### src/rtl/ds18b20_responder.sv
`timescale 1ns/1ps
// DS18B20-style 1-Wire slave: bus reset/presence, Skip ROM, Convert T and
// Read Scratchpad, with the Dallas CRC8 accumulated as scratchpad bits go out.
module ds18b20_responder #(
  parameter int CLK_MHZ      = 50,
  parameter int RST_MIN_US   = 450,
  parameter int PRES_WAIT_US = 30,
  parameter int PRES_US      = 120,
  parameter int SAMPLE_US    = 30,
  parameter int READ0_US     = 30,
  parameter int CONV_US      = 750000
) (
  input  logic        clk,
  input  logic        rst,
  input  logic        dq_in,
  output logic        dq_drv_low,
  input  logic [15:0] temp_value,
  output logic [7:0]  cmd_byte,
  output logic        cmd_valid,
  output logic        conv_busy,
  output logic        presence_active,
  output logic [2:0]  fsm_state
);
  localparam logic [2:0] S_IDLE       = 3'd0;
  localparam logic [2:0] S_RST_LOW    = 3'd1;
  localparam logic [2:0] S_PRES_WAIT  = 3'd2;
  localparam logic [2:0] S_PRES_DRIVE = 3'd3;
  localparam logic [2:0] S_ROM_CMD    = 3'd4;
  localparam logic [2:0] S_FUNC_CMD   = 3'd5;
  localparam logic [2:0] S_CONV_POLL  = 3'd6;
  localparam logic [2:0] S_READ_SP    = 3'd7;

  localparam int PRE_W     = (CLK_MHZ > 1) ? $clog2(CLK_MHZ) : 1;
  localparam int BLANK_CYC = CLK_MHZ + 3;
  localparam int BLANK_W   = $clog2(BLANK_CYC + 1);
  localparam int CONV_W    = (CONV_US > 1) ? $clog2(CONV_US + 1) : 1;

  logic [2:0]         state;
  logic [PRE_W-1:0]   pre_cnt;
  logic               tick;
  logic               dq_s1, dq_s2, dq_prev;
  logic               drv_q;
  logic [BLANK_W-1:0] blank_cnt;
  logic               quiet, fall_ok, rise, rst_hit;
  logic [9:0]         low_us;
  logic [15:0]        us_cnt;
  logic               slot_active, rd_drv;
  logic [6:0]         shift;
  logic [7:0]         new_byte, sp_byte, crc, crc_next;
  logic [2:0]         bit_cnt;
  logic [6:0]         rd_idx;
  logic               tx_bit, wr_state, sample_now, byte_done;
  logic [15:0]        sp_temp, pend_temp;
  logic [CONV_W-1:0]  conv_cnt;

  assign tick            = (pre_cnt == PRE_W'(CLK_MHZ - 1));
  // Our own drive, and the synchroniser tail after we let go, must not look like master activity.
  assign quiet           = dq_drv_low | drv_q | (blank_cnt != '0);
  assign fall_ok         = dq_prev & ~dq_s2 & ~quiet;
  assign rise            = ~dq_prev & dq_s2;
  assign rst_hit         = (low_us >= 10'(RST_MIN_US)) && (state != S_RST_LOW);
  assign dq_drv_low      = (state == S_PRES_DRIVE) | rd_drv;
  assign presence_active = (state == S_PRES_DRIVE);
  assign fsm_state       = state;
  assign wr_state        = (state == S_ROM_CMD) || (state == S_FUNC_CMD);
  assign sample_now      = wr_state && slot_active && (us_cnt == 16'(SAMPLE_US));
  assign byte_done       = sample_now && (bit_cnt == 3'd7);
  assign new_byte        = {dq_s2, shift};
  assign crc_next        = {1'b0, crc[7:1]} ^ ((crc[0] ^ tx_bit) ? 8'h8C : 8'h00);

  always_comb begin
    sp_byte = 8'hFF;
    case (rd_idx[5:3])
      3'd0:    sp_byte = sp_temp[7:0];
      3'd1:    sp_byte = sp_temp[15:8];
      3'd2:    sp_byte = 8'h4B;
      3'd3:    sp_byte = 8'h46;
      3'd4:    sp_byte = 8'h7F;
      3'd5:    sp_byte = 8'hFF;
      3'd6:    sp_byte = 8'h0C;
      default: sp_byte = 8'h10;
    endcase
    tx_bit = 1'b1;
    if (state == S_CONV_POLL)   tx_bit = ~conv_busy;
    else if (rd_idx < 7'd64)    tx_bit = sp_byte[rd_idx[2:0]];
    else if (rd_idx < 7'd72)    tx_bit = crc[rd_idx[2:0]];
  end

  always_ff @(posedge clk) begin
    if (rst) begin
      state       <= S_IDLE;
      pre_cnt     <= '0;
      dq_s1       <= 1'b1;
      dq_s2       <= 1'b1;
      dq_prev     <= 1'b1;
      drv_q       <= 1'b0;
      blank_cnt   <= '0;
      low_us      <= '0;
      us_cnt      <= '0;
      slot_active <= 1'b0;
      rd_drv      <= 1'b0;
      shift       <= '0;
      bit_cnt     <= '0;
      rd_idx      <= '0;
      crc         <= '0;
      cmd_byte    <= '0;
      cmd_valid   <= 1'b0;
      conv_busy   <= 1'b0;
      conv_cnt    <= '0;
      sp_temp     <= 16'h0550;
      pend_temp   <= 16'h0550;
    end else begin
      pre_cnt <= tick ? '0 : pre_cnt + PRE_W'(1);
      dq_s1   <= dq_in;
      dq_s2   <= dq_s1;
      dq_prev <= dq_s2;
      drv_q   <= dq_drv_low;
      if (drv_q && !dq_drv_low)  blank_cnt <= BLANK_W'(BLANK_CYC);
      else if (blank_cnt != '0)  blank_cnt <= blank_cnt - BLANK_W'(1);
      if (dq_s2)                                    low_us <= '0;
      else if (!quiet && tick && low_us != 10'd1023) low_us <= low_us + 10'd1;

      cmd_valid <= 1'b0;
      if (byte_done) begin
        cmd_byte  <= new_byte;
        cmd_valid <= 1'b1;
      end

      // Conversion runs independently of bus traffic and bus resets.
      if (conv_busy && tick) begin
        if (conv_cnt <= CONV_W'(1)) begin
          conv_busy <= 1'b0;
          conv_cnt  <= '0;
          sp_temp   <= pend_temp;
        end else begin
          conv_cnt <= conv_cnt - CONV_W'(1);
        end
      end

      if (rst_hit) begin
        state       <= S_RST_LOW;
        slot_active <= 1'b0;
        rd_drv      <= 1'b0;
        bit_cnt     <= '0;
      end else begin
        case (state)
          S_RST_LOW: if (rise) begin
            state  <= S_PRES_WAIT;
            us_cnt <= '0;
          end
          S_PRES_WAIT: begin
            if (us_cnt == 16'(PRES_WAIT_US)) begin
              state  <= S_PRES_DRIVE;
              us_cnt <= '0;
            end else if (tick) us_cnt <= us_cnt + 16'd1;
          end
          S_PRES_DRIVE: begin
            if (us_cnt == 16'(PRES_US)) begin
              state       <= S_ROM_CMD;
              bit_cnt     <= '0;
              slot_active <= 1'b0;
            end else if (tick) us_cnt <= us_cnt + 16'd1;
          end
          S_ROM_CMD, S_FUNC_CMD: begin
            if (fall_ok) begin
              slot_active <= 1'b1;
              us_cnt      <= '0;
            end else if (sample_now) begin
              slot_active <= 1'b0;
              shift       <= new_byte[7:1];
              bit_cnt     <= bit_cnt + 3'd1;
              if (byte_done) begin
                if (state == S_ROM_CMD) begin
                  state <= (new_byte == 8'hCC) ? S_FUNC_CMD : S_IDLE;
                end else if (new_byte == 8'h44) begin
                  pend_temp <= temp_value;
                  conv_busy <= 1'b1;
                  conv_cnt  <= CONV_W'(CONV_US);
                  state     <= S_CONV_POLL;
                end else if (new_byte == 8'hBE) begin
                  rd_idx <= '0;
                  crc    <= '0;
                  state  <= S_READ_SP;
                end else begin
                  state <= S_IDLE;
                end
              end
            end else if (slot_active && tick) us_cnt <= us_cnt + 16'd1;
          end
          S_CONV_POLL, S_READ_SP: begin
            if (fall_ok) begin
              if (!tx_bit) begin
                rd_drv <= 1'b1;
                us_cnt <= '0;
              end
              if (state == S_READ_SP && rd_idx < 7'd72) begin
                rd_idx <= rd_idx + 7'd1;
                if (rd_idx < 7'd64) crc <= crc_next;
              end
            end else if (rd_drv) begin
              if (us_cnt == 16'(READ0_US)) rd_drv <= 1'b0;
              else if (tick)               us_cnt <= us_cnt + 16'd1;
            end
          end
          default: ;
        endcase
      end
    end
  end
endmodule

### config.mk
export PLATFORM = sky130hd
export DESIGN_NAME = ds18b20_responder
export DESIGN_NICKNAME = d
export VERILOG_FILES = /design/src/rtl/ds18b20_responder.sv
export SDC_FILE = /design/constraint.sdc
export NUM_CORES = 1
export LEC_CHECK = 0
export ABC_CLOCK_PERIOD_IN_PS = 2720
export CAP_MARGIN = 20
export CORE_ASPECT_RATIO = 1.75
export CORE_MARGIN = 10
export CORE_UTILIZATION = 38
export CTS_BUF_LIST = sky130_fd_sc_hd__clkbuf_4
export DETAILED_ROUTE_END_ITERATION = 16
export MAX_ROUTING_LAYER = met4
export PLACE_DENSITY_LB_ADDON = 0.25
export REMOVE_ABC_BUFFERS = 1
export SETUP_SLACK_MARGIN = 0.1
export SLEW_MARGIN = 10
export SYNTH_ARGS = -nofsm -noshare
export SYNTH_HDL_FRONTEND = slang
export SYNTH_SLANG_ARGS = --single-unit
### constraint.sdc
create_clock -name clk -period 2.72 [get_ports clk]
set_input_delay 0.68 -clock clk [delete_from_list [all_inputs] [get_ports clk]]
set_output_delay 0.68 -clock clk [all_outputs]
set_load 0.05 [all_outputs]
# Yosys cells after proc, flatten, opt, wreduce, memory -nomap -nowiden
# Cells that the tools add are included.
dict set report op_classes {
  n_reduce_logical 38
  n_shift 0
  add_sub_neg 7
  n_div 0
  n_mux 85
  bitwise 15
  order_cmp 5
  eq_ne 48
  mul 0
}
# cell count
set op_table {}
lappend op_table {{$mux 20} 9}
lappend op_table {{$mux 16} 11}
lappend op_table {{$mux 8} 10}
lappend op_table {{$pmux 16 s5} 1}
lappend op_table {{$mux 7} 8}
lappend op_table {{$pmux 8 s7} 1}
lappend op_table {{$mux 3} 13}
lappend op_table {{$ne 3x3->1 const B} 11}
lappend op_table {{$ne 2x2->1 const B} 13}
lappend op_table {{$eq 3x3->1 const B} 8}
lappend op_table {{$mux 1} 23}
lappend op_table {{$reduce_and 7->1} 3}
lappend op_table {{$le 20x1->1 const B} 1}
lappend op_table {{$sub 20x1->20 const B} 1}
lappend op_table {{$add 16x1->16 const B} 1}
lappend op_table {{$eq 16x5->1 const B} 1}
lappend op_table {{$eq 16x7->1 const B} 1}
lappend op_table {{$eq 8x8->1 const B} 2}
lappend op_table {{$pmux 8 s2} 1}
lappend op_table {{$lt 7x7->1 const B} 2}
lappend op_table {{$pmux 7 s2} 1}
lappend op_table {{$eq 3x2->1 const B} 4}
lappend op_table {{$mux 6} 2}
lappend op_table {{$pmux 3 s4} 1}
lappend op_table {{other kinds (36)} 69}
dict set report word_totals {
  inputBits 19
  ramBits 0
  reg_bits 134
  wordCells 221
  romBits 0
  memories 0
  latch_bits 0
}

# Longest topological paths before layout
dict set report depth {
  word_depth 13
  ltp_mapped 11
}

# Worst setup path before layout
# No wires, ideal clock.
dict set report synth_path {
  path_type {flip-flop to flip-flop}
  from {register state[2] (netlist: fsm_state[2])}
  to {register us_cnt[10]}
  stages_incl_launch_ff 11
  synth_period_minus_slack_ns 3.143
  setup_time_ns 0.133
  setup_slack_ns -0.423
  t_arrival_ns 3.010
  cell_sequence {dfxtp_1 > and3b_1 > clkbuf_1 > nor4_4 > buf_4 > nor2_1 > a32oi_1 > a21bo_2 > clkbuf_1 > o41ai_1 > o41ai_1}
}
dict set report synth_via {
  elab_chain_len 8
}
# item line_no
set synth_rtl {}
lappend synth_rtl {{start, declared} 38} ;# logic [2:0] state;
lappend synth_rtl {{start signal, assigned} 174} ;# state <= (new_byte == 8'hCC) ? S_FUNC_CMD : S_IDLE;
lappend synth_rtl {{$eq 3x2->1 *} -}
lappend synth_rtl {{net presence_active} 21} ;# output logic presence_active,
lappend synth_rtl {{$or 1x1->1} 62} ;# assign dq_drv_low = (state == S_PRES_DRIVE) | rd_drv;
lappend synth_rtl {{$or 1x1->1 (2 in series)} 58} ;# assign quiet = dq_drv_low | drv_q | (blank_cnt != '0);
lappend synth_rtl {{$not 1->1} 59} ;# assign fall_ok = dq_prev & ~dq_s2 & ~quiet;
lappend synth_rtl {{$and 1x1->1} 59}
lappend synth_rtl {{$ne 3x3->1 (no source line), or another cell as far along} -}
lappend synth_rtl {{$reduce_and 9->1 (no source line) or $pmux 16 s5 (tied branches)} -}
lappend synth_rtl {{end signal, assigned} 155} ;# end else if (tick) us_cnt <= us_cnt + 16'd1;
lappend synth_rtl {{end signal, assigned} 162} ;# end else if (tick) us_cnt <= us_cnt + 16'd1;
lappend synth_rtl {{end signal, assigned} 188} ;# end else if (slot_active && tick) us_cnt <= us_cnt + 16'd1;
lappend synth_rtl {{end, declared} 46} ;# logic [15:0] us_cnt;
# The timed path passes the listed nets; every way through them passes the cells marked *.
# A chain may end at the register's enable or synchronous reset.

# Worst setup path in the final report
dict set report layout_path {
  from {register blank_cnt[0]}
  to {register us_cnt[14]}
}
dict set report layout_via {
  elab_chain_len 6
}
# item line_no
set layout_rtl {}
lappend layout_rtl {{start, declared} 43} ;# logic [BLANK_W-1:0] blank_cnt;
lappend layout_rtl {{start signal, assigned} 118} ;# if (drv_q && !dq_drv_low) blank_cnt <= BLANK_W'(BLANK_CYC);
lappend layout_rtl {{start signal, assigned} 119} ;# else if (blank_cnt != '0) blank_cnt <= blank_cnt - BLANK_W'(1);
lappend layout_rtl {{$reduce_bool 6->1 *} 58}
lappend layout_rtl {{$or 1x1->1 *} 58}
lappend layout_rtl {{$not 1->1 *} 59}
lappend layout_rtl {{$and 1x1->1 *} 59}
lappend layout_rtl {{$ne 3x3->1 (no source line), or another cell as far along} -}
lappend layout_rtl {{$reduce_and 9->1 (no source line) or $pmux 16 s5 (tied branches)} -}
# Every way passes the cells marked *; elsewhere a longest branch is shown, timed or not.

==> impl_results.md <==
- Outcome: complete, no violations
- Critical path type: flop to flop
- End-of-flow core utilization: 50.9%
- Drc violations: 0
- RR Endpoint: us_cnt[14]$_SDFFE_PP0P_
- Yosys reg bits: 134
- Vias in the first global route: 6290
- Worst skew pair latency: 0.55 ns
- Setup repair after global routing missed its margin: true
- Cell variety after synth: 71
- Startpoint Class: flop
- Die W: 120 um
- Worst Path Max Fanout: 5
- Vias per inst: 5.49
- WL/cell: 16.4 um
- Critical path endpoint: us_cnt[14]$_SDFFE_PP0P_
- Pre-CTS setup slack: -0.186 ns
- # rows: 64
- Syn. warnings: 0
- Clk sink count: 134
- Data required time of the worst path: 3.21 ns
- DR vias: 6334
- Top cells by area, synth: dfxtp_1 (40%), nand2_1 (6.1%), nor2_1 (4.8%)
- Most common cell after layout, fill and taps aside: dfxtp_1
- Drt pass-1 iters: 5
- Placer Congestion: 0.865
- Fill cells: 1658
- Synth Cell Area: 0.00670 mm2
- Synthesis-to-finish area growth: 32.2%
- Post-Syn Instances: 803
- Antenna-violating nets left: 0
- Die area: 0.0235 mm2
- Worst path arrival time: 3.20 ns
- Remaining global-route overflow: 0
- Pwr dens: 428 mW/mm2
- Final hold slack: 0.454 ns
- CTS tree: done
- RR Startpoint: blank_cnt[0]$_SDFFE_PP0P_
- Most frequent cells in the layout: dfxtp_1 (131), nand2_1 (93), nor2_1 (77)
- Finished Cell Area: 0.00885 mm2
- Iteration-0 DRC Markers: 352
- Placed inst area: 0.00770 mm2
- Final worst slack: 0.00475 ns
- CTS max path bufs: 2
- Setup Viol. Count Final: 0
- Final Max Slew Viols: 0
- Fin. Hold Viols: 0
- Area leader, netlist: dfxtp_1
- Pleak: 3.31 nW
- Skew final: 0.0232 ns
- F_max: 368 MHz
- Detailed placement HPWL: 12700 um
- Setup crit end kind: flop
- Largest net degree at the start of global routing: 81
- Layout cells sized above 1: 25.1%
- Post-synth top flop: dfxtp_1
- TritonCTS Buffers: 17
- Seq/Total Area, Yosys: 40.1%
- Initial Util: 38.5%
- Tcrit/Tclk final: 99.8%
- Worst R2R Path Depth: 10
- Synth Area per Inst: 8.34 um2
- Total track usage: 15.6%
- Post-synth EDFFs: 0
- Post-layout net count: 941
- Antenna violations before repair: 1
- Clk pin slew, worst setup/hold paths: 0.12 ns
- Ys async rst share: 0%
- Hold Buf Count CTS: 0
- Slew @ Worst Pin: 0.868 ns
- Share of Yosys cell area claimed by the top area cell type: 40.1%
- VDD IR max: 0.306 mV
- R2r setup slk: 0.005 ns
- Hold Startpoint: dq_s1$_SDFF_PP1_
- Final min period: 2.72 ns
- I/O pin count: 34
- CP Launch Point: blank_cnt[0]$_SDFFE_PP0P_
- H-tree levels: 4
- Die Y: 196 um
- First-pass GRT wire length: 29800 um
- Total power: 0.00378 W
- Port Buf Inserts: 33
- Root Driver: clkbuf_4
- Area of the core: 0.0174 mm2
- Worst slew margin: 41.6%
- Max cap viols: 0
- Worst hold path type: flop to flop
- WL final: 18900 um
==> kinds of logic after synthesis <==
kind of cell	after synthesis	synth area share [%]
AOI/OAI and AO/OA	152	15.1
muxes	31	5.03
xor gates and xnor gates	38	4.97
buffers and inverters	61	3.94
adders and majority gates	13	2.43
DFF	134	40.1
and+or+nand+nor	374	28.5
==> cell type report <==
cell class	instances	area, um2	share of cell area [%]
clock buffers	17	128	1.44
diodes	1	2.50	0.0283
well taps	231	289	3.27
repair buffers	125	1180	13.3
flip-flops and latches	134	2690	30.4
clock inverters	15	150	1.70
multi-input cells	611	4340	49.0
inverters	20	75.1	0.848
==> metal layers <==
layer  global-route usage (%)  vias up  share of wire [%]
li1                         -     3100                  -
met1                     15.7     3042                 38
met2                     28.3      141                 55
met3                     3.09       51                3.6
met4                     7.32        0                3.3
met5                        -        -                  0
==> where the power goes <==
part | switching [W] | total (W) | leakage (nW) | internal, W
registers | 0.0000343 | 0.00204 | 1.08 | 0.00200
logic | 0.000209 | 0.000414 | 2.08 | 0.000205
clock network | 0.000785 | 0.00133 | 0.148 | 0.000549
total | 0.00103 | 0.00378 | 3.31 | 0.00276
==> worst max-delay path, cell delays in order (launching register included) <==
cell and delay, ns:
dfxtp_2 0.34, inv_2 0.07, ha_4 0.12, or4b_4 0.49, nor4_4 0.33, buf_4 0.18
nor2_2 0.04, a32oi_2 0.21, a21bo_4 0.29, or4_4 0.43, a21oi_2 0.16
==> cell usage after synthesis (all sizes together) (6+ instances only) <==
cell type,n
o41ai,10
nor2b,14
mux2i,28
nand3,40
nand2,108
nand4,9
dfxtp,134
a41oi,7
nor2,86
or4b,6
and3,10
inv,20
nor4,13
nor3,35
o21ai,23
buf,7
or2,6
a21oi,55
xor2,14
nand4b,8
xnor2,24
or3,7
a31oi,6
clkbuf,34
ha,13
or4,8
nand2b,6
==> per-stage QoR <==
step | setup TNS [ns] | std cells
after floorplan | -21.91 | 762
after global placement | -1.65 | 1095
after detailed placement | -3.04 | 1095
after CTS | 0 | 1133
after global routing | -1.05 | 1154
final | 0 | 1154
==> sequential cells by signal, summed over array words and instances, names as in the netlist, 3 cells and up <==
register,flops
low_us,10
shift,7
pend_temp,16
sp_temp,16
fsm_state,3
blank_cnt,6
bit_cnt,3
crc,8
rd_idx,7
cmd_byte,8
us_cnt,16
pre_cnt,6
conv_cnt,20
==> timing repair <==
action | 4_1_cts | 5_1_grt
gates cloned | 1 | 5
setup buffers | 5 | 15
resized for setup | 28 | 114
pin swaps | 11 | 31
setup endpoints to repair | 71 | 70
==> worst min-delay path by stage <==
stage                                   to  slack [ns]  cells past startpoint
final                     dq_s2$_SDFF_PP1_        0.45                      1
after global routing      dq_s2$_SDFF_PP1_        0.48                      1
after CTS                 dq_s2$_SDFF_PP1_        0.46                      1
after detailed placement  dq_s2$_SDFF_PP1_        0.41                      1
after global placement    dq_s2$_SDFF_PP1_        0.42                      1
after floorplan           dq_s2$_SDFF_PP1_        0.39                      1
No activity file was read; power rests on OpenSTA's default activity.
==> RTL edit, RTL diff (same flow settings) <==
Set the parameter `CONV_US` to 1500000 (it was 750000).
--- a/src/rtl/ds18b20_responder.sv
+++ b/src/rtl/ds18b20_responder.sv
@@ -8,7 +8,7 @@
   parameter int PRES_US      = 120,
   parameter int SAMPLE_US    = 30,
   parameter int READ0_US     = 30,
-  parameter int CONV_US      = 750000
+  parameter int CONV_US      = 1500000
 ) (
   input  logic        clk,
   input  logic        rst,
Behaviour: same outputs for any inputs over 4 cycles, from zero or initial values and one cycle with rst high; that may be too few to reach the edited logic, so the function may still have changed.
==> RTL edit against the unedited design <==
- power up 4.6%
- global-route usage down 1.3 points
- cell area down 11%
- non-clock buffer count down 36
- core utilization down 4.2 points
- wire length down 15%
- area after synthesis down 3.1%
- worst setup slack better by 0.095 ns
- sequential cell count up 1
- largest power group unchanged
==> RTL edit: results (changes against the unedited design) <==
run status finished clean (unchanged); Pre-antenna DRT Iters 5 (unchanged); clk_skew 0.0255 ns (was 0.0232 ns); synth cell count leaders dfxtp_1 (135), nand2_1 (126), nor2_1 (81), a21oi_1 (51), nand3_1 (39) (was dfxtp_1 (134), nand2_1 (108), nor2_1 (86), a21oi_1 (54), nand3_1 (37)); number of vias per cell 5.17 (was 5.49); Slowest-stage cell, CP or4b_4 (unchanged); Synth area leaders dfxtp_1 (42%), nand2_1 (7.3%), nor2_1 (4.7%) (was dfxtp_1 (40%), nand2_1 (6.1%), nor2_1 (4.8%)); Max stage delay on crit path 0.51 ns (was 0.49 ns); Biggest register conv_cnt (unchanged); Synth cell types 75 (was 71); crit-path max FO 6 (was 5); Reg clk slew, reported paths 0.14 ns (was 0.12 ns); max_cap viols 0 (unchanged); GRT Overall Usage 14.3% (was 15.6%); CP Data Arrival Time 3.11 ns (was 3.20 ns); vias in the first global route 5512 (was 6290); Synth Flop Type dfxtp_1 (unchanged); CTS Buf Count 17 (unchanged); initial antenna violation count 1 (unchanged); Yosys warnings 0 (unchanged); 1st-iter DRT viols 257 (was 352); max FFs per register 21 (was 20); Final nets 887 (was 941); Peak VDD IR 0.000403 V (was 0.000306 V); post-detail-place hpwl 11300 µm (was 12700 µm); largest net degree at the start of global routing 60 (was 81); FILL cells 1702 (was 1658); first-pass GRT wire length 26200 µm (was 29800 µm); share of layout cells above drive strength 1 16.4% (was 25.1%); Post-Route WL 16000 µm (was 18900 µm); Pleak 3.16 nW (was 3.31 nW); Seq/Total Area, Yosys 41.7% (was 40.1%); worst slack at placement -0.0793 ns (was -0.186 ns); Max-Slew Margin vs Limit 62.1% (was 41.6%); Routability Congestion 0.839 (was 0.865)
## RTL edit: cell count changes after synthesis, moves of 7 or more
cell / change
xnor2_1: -8
clkbuf_1: -14
buf_2: +8
o21ai_0: -7
o41ai_1: -9
mux2i_1: -11
xor2_1: +10
nand2_1: +18
## RTL edit: stage by stage
step	utilization [%]	cell area [µm²]	instances
4_1_cts	45.7	7700	1090
3_3_place_gp	43.3	7300	1052
2_1_floorplan	-	6320	747
6_report	46.7	7880	1096
3_5_place_dp	43.3	7300	1052
5_1_grt	46.7	7880	1096
## RTL edit: final timing paths
path	from	to	slack, ns	cells after the start
max	rd_idx[3]$_SDFFE_PP0P_	us_cnt[14]$_SDFFE_PP0P_	0.1	10
max reg2reg	rd_idx[3]$_SDFFE_PP0P_	us_cnt[14]$_SDFFE_PP0P_	0.1	10
min	dq_s1$_SDFF_PP1_	dq_s2$_SDFF_PP1_	0.42	1
min reg2reg	dq_s1$_SDFF_PP1_	dq_s2$_SDFF_PP1_	0.42	1
## RTL edit: power by group
part           internal, W  leakage (nW)  switching (W)
clock network     0.000735         0.175       0.000801
registers          0.00201          1.09      0.0000460
logic             0.000176          1.89       0.000187
total              0.00293          3.16        0.00103
## RTL edit: logic make-up after synthesis
logic type	count (synthesis)	share of synthesized area (%)
compound gates	123	12.7
xor+xnor	40	5.40
mux	22	3.84
buf+inv	57	3.82
flops	135	41.7
simple gates	392	30.1
fa+ha+maj	13	2.51
## RTL edit: worst register-to-register path: cells and delay by family, from the launching register on
kind,cells,cell delay [ns]
AOI/OAI and AO/OA,4,0.69
buffers and inverters,2,0.29
DFF,1,0.39
and+or+nand+nor,4,1.19
## RTL edit: timing repair
| action | 4_1_cts | 5_1_grt |
|---|---|---|
| endpoints found under the setup margin | 38 | 81 |
| setup buffers | 6 | 5 |
| pin swaps | 3 | 26 |
| gates resized for setup | 15 | 35 |
| hold buffers | 0 | 0 |
## RTL edit: layout make-up
cell class | instances | share of cell area [%]
multi-input cells | 590 | 46.7
flip-flops and latches | 135 | 34.4
repair buffers | 89 | 10.1
well taps | 227 | 3.61
clock inverters | 15 | 2.53
clock buffers | 17 | 1.62
inverters | 22 | 1.05
diodes | 1 | 0.0318
## RTL edit: routing by layer
layer	track usage, %	vias up	routed length [µm]	share of wire, %
met2	25.8	70	8470	53
met3	3.25	23	409	2.6
li1	-	2887	-	-
met5	-	-	0	0
met4	7.03	0	459	2.9
met1	14.3	2685	6650	42
